<file path="src/rtl/vram_slot_arbiter.sv">
// Shares the SDRAM controller port between the VDP slot, an aux requester and refresh.
// Optional build macro ARB_STATS_EN adds saturating statistics counters and their ports.
module vram_slot_arbiter #(
    parameter int ADDR_W      = 17,
    parameter int REFRESH_MAX = 8,
    parameter int MIN_WAIT    = 2
) (
    input  logic              clk_w,
    input  logic              reset_n_w,
    input  logic              vdp_dlclk,
    input  logic              vdp_dhclk,
    input  logic              vdp_we_n,
    input  logic [ADDR_W-1:0] vdp_addr,
    input  logic [7:0]        vdp_wdata,
    output logic [15:0]       vdp_rdata,
    input  logic              aux_req,
    input  logic              aux_we,
    input  logic [ADDR_W-1:0] aux_addr,
    input  logic [7:0]        aux_wdata,
    output logic              aux_ack,
    output logic [7:0]        aux_rdata,
    output logic              mem_read,
    output logic              mem_write,
    output logic              mem_refresh,
    output logic [20:0]       mem_addr,
    output logic [15:0]       mem_din,
    output logic [1:0]        mem_wdm,
    input  logic [15:0]       mem_dout,
    input  logic              mem_busy,
    output logic              slot_overrun
`ifdef ARB_STATS_EN
    ,
    output logic [15:0]       stat_overruns,
    output logic [15:0]       stat_aux_grants,
    output logic [15:0]       stat_forced_refresh
`endif
);

    localparam int RC_W = (REFRESH_MAX < 1) ? 1 : $clog2(REFRESH_MAX + 1);
    localparam int WC_W = (MIN_WAIT < 1) ? 1 : $clog2(MIN_WAIT + 1);
    localparam logic [RC_W-1:0] RC_MAX = RC_W'(REFRESH_MAX);
    localparam logic [WC_W-1:0] WC_MIN = WC_W'(MIN_WAIT);

    typedef enum logic [1:0] {
        IDLE,
        VDP_WAIT,
        AUX_WAIT,
        REF_WAIT
    } state_e;

    state_e            state_q, state_d;
    logic              slotDone_q, slotDone_d;
    logic [RC_W-1:0]   refCnt_q, refCnt_d;
    logic              refDone_q, refDone_d;
    logic              idlePhase_q, vdpPhase_q;
    logic [WC_W-1:0]   waitCnt_q, waitCnt_d;
    logic              isRead_q, isRead_d;
    logic              lane_q, lane_d;
    logic              memRead_q, memRead_d;
    logic              memWrite_q, memWrite_d;
    logic              memRefresh_q, memRefresh_d;
    logic [20:0]       memAddr_q, memAddr_d;
    logic [15:0]       memDin_q, memDin_d;
    logic [1:0]        memWdm_q, memWdm_d;
    logic [15:0]       vdpRdata_q, vdpRdata_d;
    logic              auxAck_q, auxAck_d;
    logic [7:0]        auxRdata_q, auxRdata_d;
    logic              overrun_q, overrun_d;

    logic vdpPhase, idlePhase, waitDone;
    logic issueVdp, issueAux, issueRef, forcedRef;

    assign vdpPhase  = vdp_dlclk & vdp_dhclk;
    assign idlePhase = ~vdp_dlclk & ~vdp_dhclk;

    always_ff @(posedge clk_w or negedge reset_n_w) begin
        if (!reset_n_w) begin
            state_q      <= IDLE;
            slotDone_q   <= 1'b0;
            refCnt_q     <= '0;
            refDone_q    <= 1'b0;
            idlePhase_q  <= 1'b0;
            vdpPhase_q   <= 1'b0;
            waitCnt_q    <= '0;
            isRead_q     <= 1'b0;
            lane_q       <= 1'b0;
            memRead_q    <= 1'b0;
            memWrite_q   <= 1'b0;
            memRefresh_q <= 1'b0;
            memAddr_q    <= '0;
            memDin_q     <= '0;
            memWdm_q     <= '0;
            vdpRdata_q   <= '0;
            auxAck_q     <= 1'b0;
            auxRdata_q   <= '0;
            overrun_q    <= 1'b0;
        end else begin
            state_q      <= state_d;
            slotDone_q   <= slotDone_d;
            refCnt_q     <= refCnt_d;
            refDone_q    <= refDone_d;
            idlePhase_q  <= idlePhase;
            vdpPhase_q   <= vdpPhase;
            waitCnt_q    <= waitCnt_d;
            isRead_q     <= isRead_d;
            lane_q       <= lane_d;
            memRead_q    <= memRead_d;
            memWrite_q   <= memWrite_d;
            memRefresh_q <= memRefresh_d;
            memAddr_q    <= memAddr_d;
            memDin_q     <= memDin_d;
            memWdm_q     <= memWdm_d;
            vdpRdata_q   <= vdpRdata_d;
            auxAck_q     <= auxAck_d;
            auxRdata_q   <= auxRdata_d;
            overrun_q    <= overrun_d;
        end
    end

    always_comb begin
        state_d      = state_q;
        slotDone_d   = slotDone_q;
        refCnt_d     = refCnt_q;
        refDone_d    = refDone_q;
        isRead_d     = isRead_q;
        lane_d       = lane_q;
        memRead_d    = 1'b0;
        memWrite_d   = 1'b0;
        memRefresh_d = 1'b0;
        memAddr_d    = memAddr_q;
        memDin_d     = memDin_q;
        memWdm_d     = memWdm_q;
        vdpRdata_d   = vdpRdata_q;
        auxAck_d     = 1'b0;
        auxRdata_d   = auxRdata_q;
        issueVdp     = 1'b0;
        issueAux     = 1'b0;
        issueRef     = 1'b0;
        forcedRef    = 1'b0;
        waitCnt_d    = (waitCnt_q >= WC_MIN) ? waitCnt_q : waitCnt_q + 1'b1;
        // waitCnt counts cycles in a WAIT state after the strobe cycle itself
        waitDone     = !mem_busy && (waitCnt_q >= WC_MIN);
        overrun_d    = vdpPhase_q & ~vdpPhase & ~slotDone_q;

        if (!vdpPhase) begin
            slotDone_d = 1'b0;
        end

        if (idlePhase_q && !idlePhase) begin
            if (!refDone_q && (refCnt_q < RC_MAX)) begin
                refCnt_d = refCnt_q + 1'b1;
            end
            refDone_d = 1'b0;
        end

        case (state_q)
            IDLE: begin
                if (!mem_busy) begin
                    if (vdpPhase && !slotDone_q) begin
                        issueVdp = 1'b1;
                    end else if (idlePhase && (refCnt_q >= RC_MAX)) begin
                        issueRef  = 1'b1;
                        forcedRef = 1'b1;
                    end else if (idlePhase && aux_req) begin
                        issueAux = 1'b1;
                    end else if (idlePhase && !refDone_q) begin
                        issueRef = 1'b1;
                    end
                end
            end
            VDP_WAIT: begin
                if (waitDone) begin
                    state_d = IDLE;
                    if (isRead_q) begin
                        vdpRdata_d = mem_dout;
                    end
                end
            end
            AUX_WAIT: begin
                if (waitDone) begin
                    state_d  = IDLE;
                    auxAck_d = 1'b1;
                    if (isRead_q) begin
                        auxRdata_d = lane_q ? mem_dout[15:8] : mem_dout[7:0];
                    end
                end
            end
            REF_WAIT: begin
                if (waitDone) begin
                    state_d = IDLE;
                end
            end
            default: state_d = IDLE;
        endcase

        if (issueVdp) begin
            state_d    = VDP_WAIT;
            slotDone_d = 1'b1;
            waitCnt_d  = '0;
            isRead_d   = vdp_we_n;
            lane_d     = vdp_addr[ADDR_W-1];
            memRead_d  = vdp_we_n;
            memWrite_d = ~vdp_we_n;
            memAddr_d  = {5'b0, vdp_addr[15:0]};
            memDin_d   = {vdp_wdata, vdp_wdata};
            memWdm_d   = {~vdp_addr[ADDR_W-1], vdp_addr[ADDR_W-1]};
        end
        if (issueAux) begin
            state_d    = AUX_WAIT;
            waitCnt_d  = '0;
            isRead_d   = ~aux_we;
            lane_d     = aux_addr[ADDR_W-1];
            memRead_d  = ~aux_we;
            memWrite_d = aux_we;
            memAddr_d  = {5'b0, aux_addr[15:0]};
            memDin_d   = {aux_wdata, aux_wdata};
            memWdm_d   = {~aux_addr[ADDR_W-1], aux_addr[ADDR_W-1]};
        end
        // Refresh leaves the address/data registers untouched; they carry no meaning for it
        if (issueRef) begin
            state_d      = REF_WAIT;
            waitCnt_d    = '0;
            memRefresh_d = 1'b1;
            refCnt_d     = '0;
            refDone_d    = 1'b1;
        end
    end

    assign vdp_rdata    = vdpRdata_q;
    assign aux_ack      = auxAck_q;
    assign aux_rdata    = auxRdata_q;
    assign mem_read     = memRead_q;
    assign mem_write    = memWrite_q;
    assign mem_refresh  = memRefresh_q;
    assign mem_addr     = memAddr_q;
    assign mem_din      = memDin_q;
    assign mem_wdm      = memWdm_q;
    assign slot_overrun = overrun_q;

`ifdef ARB_STATS_EN
    logic [15:0] statOverruns_q, statAuxGrants_q, statForced_q;

    always_ff @(posedge clk_w or negedge reset_n_w) begin
        if (!reset_n_w) begin
            statOverruns_q  <= '0;
            statAuxGrants_q <= '0;
            statForced_q    <= '0;
        end else begin
            if (overrun_d && (statOverruns_q != 16'hFFFF)) begin
                statOverruns_q <= statOverruns_q + 16'd1;
            end
            if (auxAck_d && (statAuxGrants_q != 16'hFFFF)) begin
                statAuxGrants_q <= statAuxGrants_q + 16'd1;
            end
            if (forcedRef && (statForced_q != 16'hFFFF)) begin
                statForced_q <= statForced_q + 16'd1;
            end
        end
    end

    assign stat_overruns       = statOverruns_q;
    assign stat_aux_grants     = statAuxGrants_q;
    assign stat_forced_refresh = statForced_q;
`endif

endmodule

</file>
<file path="config.mk">
export PLATFORM = sky130hd
export DESIGN_NAME = vram_slot_arbiter
export DESIGN_NICKNAME = d
export VERILOG_FILES = /design/src/rtl/vram_slot_arbiter.sv
export SDC_FILE = /design/constraint.sdc
export NUM_CORES = 1
export LEC_CHECK = 0
export CORE_MARGIN = 8
export CORE_UTILIZATION = 45
export DETAILED_ROUTE_END_ITERATION = 8
export PLACE_DENSITY = 0.86
export SYNTH_ARGS = -nofsm -noshare
export SYNTH_HDL_FRONTEND = slang
export SYNTH_SLANG_ARGS = --single-unit
</file>
<file path="constraint.sdc">
create_clock -name clk_w -period 4.3 [get_ports clk_w]
set_clock_uncertainty 0.05 [all_clocks]
set_input_delay 0.645 -clock clk_w [delete_from_list [all_inputs] [get_ports clk_w]]
set_output_delay 0.645 -clock clk_w [all_outputs]
set_load 0.1 [all_outputs]
</file>
==> flow_summary.yaml <==
synth:
  syn_area_sq_um: 3070
  ys_seq_area_frac: 0.554
  syn_inst: 237
  ys_types: 44
  avgSynthCellArea_sq_um: 13.0
  synth_seq_cells: 68
  yosys_warnings: 0
floorplan:
  dieArea_sq_um: 9730
  die_w_microns: 98.6
  coreArea_sq_um: 6720
  start_util: 0.457
  core.rowCount: 30
  fp.dieH_microns: 98.6
  io_pins: 142
clock_network:
  cts.sinks: 68
  clockBufferDepth: 2
  htreeDepth: 3
  cts_hold_repair.buffers: 0
  clk_pin_slew_ns: 0.07
  ctsResizeCount: 0
  cts_tree: "yes"
  post_cts_buffers: 0
  cts_buffers: 9
  clk-insertion-delay-late_ns: 0.32
  root_buffer: "clkbuf_8"
timing:
  hold_slack_ns: 0.319
  rsz0062_at_grt: "no"
  min_period_over_period: 0.684
  min_period_ns: 2.94
  finalSetupTns_ns: 0
  report.final.slew_viol_count: 0
  max_slew.worst_pin.slew_ns: 1.19
  hold_violations: 0
  fmax_ghz: 0.340
  setup_viol: 0
  relSlewSlack: 0.203
placed_design:
  placed_cell_area_sq_um: 4400
  placed_cells: 432
  io_buffers: 136
  dp_hpwl_mm: 6.78
  gp_congestion: 0.761
worst_setup_path:
  critPathMaxFanout: 10
  crit_path_end_kind: "primary output"
  cp_slowest_cell: "clkdlybuf4s50_1"
  crit_arrival_ns: 2.25
  critPathKind: "reg2out"
  cp_top_family: "buffers and inverters"
  crit_chain: "clkdlybuf4s50_1"
  cp.buffers_inverters: 1
  critPathLaunchType: "register"
  max_stage_delay_ns: 1.24
  crit_required_ns: 3.61
grt:
  grt_max_degree: 38
  antenna_found_initial: 0
  grt_pass1_vias: 2638
  grt_overflow_total: 0
  grt_pass1_wl_mm: 14.4
  grt_usage: 0.189
layout:
  nets: 440
  final_cell_mix: "135 x clkdlybuf4s50_1, 68 x dfrtp_1, 32 x mux2_2"
  n_fill_cell: 474
  stdcell_count: 447
  layout-drive-gt1-share: 0.172
  fin_area_sq_um: 4590
  syn2layout_area_growth_pct: 49.2
  layout_commonest_cell: "clkdlybuf4s50_1"
  diodes: 0
routing:
  routedWlPerCell_microns: 20.4
  route.detailed.drc: 0
  vias: 2463
  post_drt_via_cell_ratio: 5.51
  wirelength_mm: 9.13
  drt_iter0_drc: 92
  ant_nets: 0
  first_pass_iters: 4
outcome:
  status: "complete, no violations"
hold_path:
  hold_class: "in2async"
job:
  drv_cap: 0
worst paths after layout:
path,start,to,slack [ns],depth (start not counted)
max in group asynchronous,reset_n_w,waitCnt_q[0],2.93,2
setup / recovery,mem_wdm[0],mem_wdm[0],1.36,1
hold / removal,reset_n_w,mem_addr[15],0.32,1
hold reg to reg,slotDone_q,slot_overrun,0.42,1
setup reg to reg,waitCnt_q[0],vdp_rdata[1],2.00,5
min in group clk_w,slotDone_q,slot_overrun,0.42,1
per-stage QoR:
| step | utilization | setup slack [ns] |
|---|---|---|
| final | 0.682 | 1.36 |
| after global routing | 0.682 | 1.29 |
| after CTS | 0.682 | 1.35 |
| after detailed placement | 0.655 | 1.43 |
| after global placement | 0.655 | 1.52 |
| after floorplan | - | 2.26 |
Yosys cell counts, drive strengths merged:
cell	count	area, sq um
ha	3	37.5
o21ba	1	10.0
or2	1	6.26
a2111oi	1	8.76
o211a	1	10.0
nand4	1	6.26
a211o	1	8.76
o21a	2	15.0
o221a	1	11.3
a32o	1	10.0
and2	1	7.51
a31o	1	8.76
nand4b	2	17.5
a21oi	4	20.0
a221o	25	256
nor3b	2	15.0
nor4b	1	15.0
dfrtp	68	1700
or4b	1	13.8
mux2	32	360
inv	6	22.5
a31oi	1	6.26
nand2	1	3.75
o221ai	1	8.76
nor3	3	15.0
a21o	4	37.5
o21bai	1	7.51
and3	25	156
nand3	3	15.0
clkbuf	5	18.8
or4	1	7.51
nand3b	1	7.51
or3	2	12.5
conb	1	3.75
xnor2	1	8.76
buf	22	156
o31ai	1	7.51
nor2	8	37.5
final cells by class:
| class | count | area (sq um) | area share |
|---|---|---|---|
| flip-flops and latches | 68 | 1700 | 0.371 |
| multi-input cells | 140 | 1200 | 0.262 |
| clock buffers | 14 | 183 | 0.0398 |
| repair buffers | 138 | 1370 | 0.299 |
| inverters | 6 | 22.5 | 0.00491 |
| well taps | 80 | 100 | 0.0218 |
| clock inverters | 1 | 5.00 | 0.00109 |
registers in the layout, indices dropped and copies added, names as in the netlist:
name          flops
mem_addr         16
vdp_rdata        16
aux_rdata         8
mem_din           8
refCnt_q          4
mem_wdm           2
state_q           2
waitCnt_q         2
aux_ack           1
idlePhase_q       1
isRead_q          1
mem_read          1
mem_refresh       1
mem_write         1
refDone_q         1
slotDone_q        1
slot_overrun      1
vdpPhase_q        1
kinds of logic after synthesis:
kind of cell / Yosys count / synth area share
flip-flops: 68 / 0.554
AND/OR/NAND/NOR: 53 / 0.110
AO/OA/AOI/OAI: 46 / 0.139
buffers and inverters: 33 / 0.0643
multiplexers: 32 / 0.117
adder cells (fa/ha/maj): 3 / 0.0122
other: 1 / 0.00122
XOR/XNOR: 1 / 0.00285
per-layer routing:
layer	vias to the layer above	track usage	share of wire	wire length [microns]
li1	1126	-	-	-
met1	1247	0.207	0.39	3520
met2	79	0.348	0.56	5090
met3	11	0.0331	0.039	358
met4	0	0.0803	0.018	163
met5	-	0	0	0
Power is not shown: default switching activity piles up to over one toggle a cycle in this logic, so the estimate is an artifact.
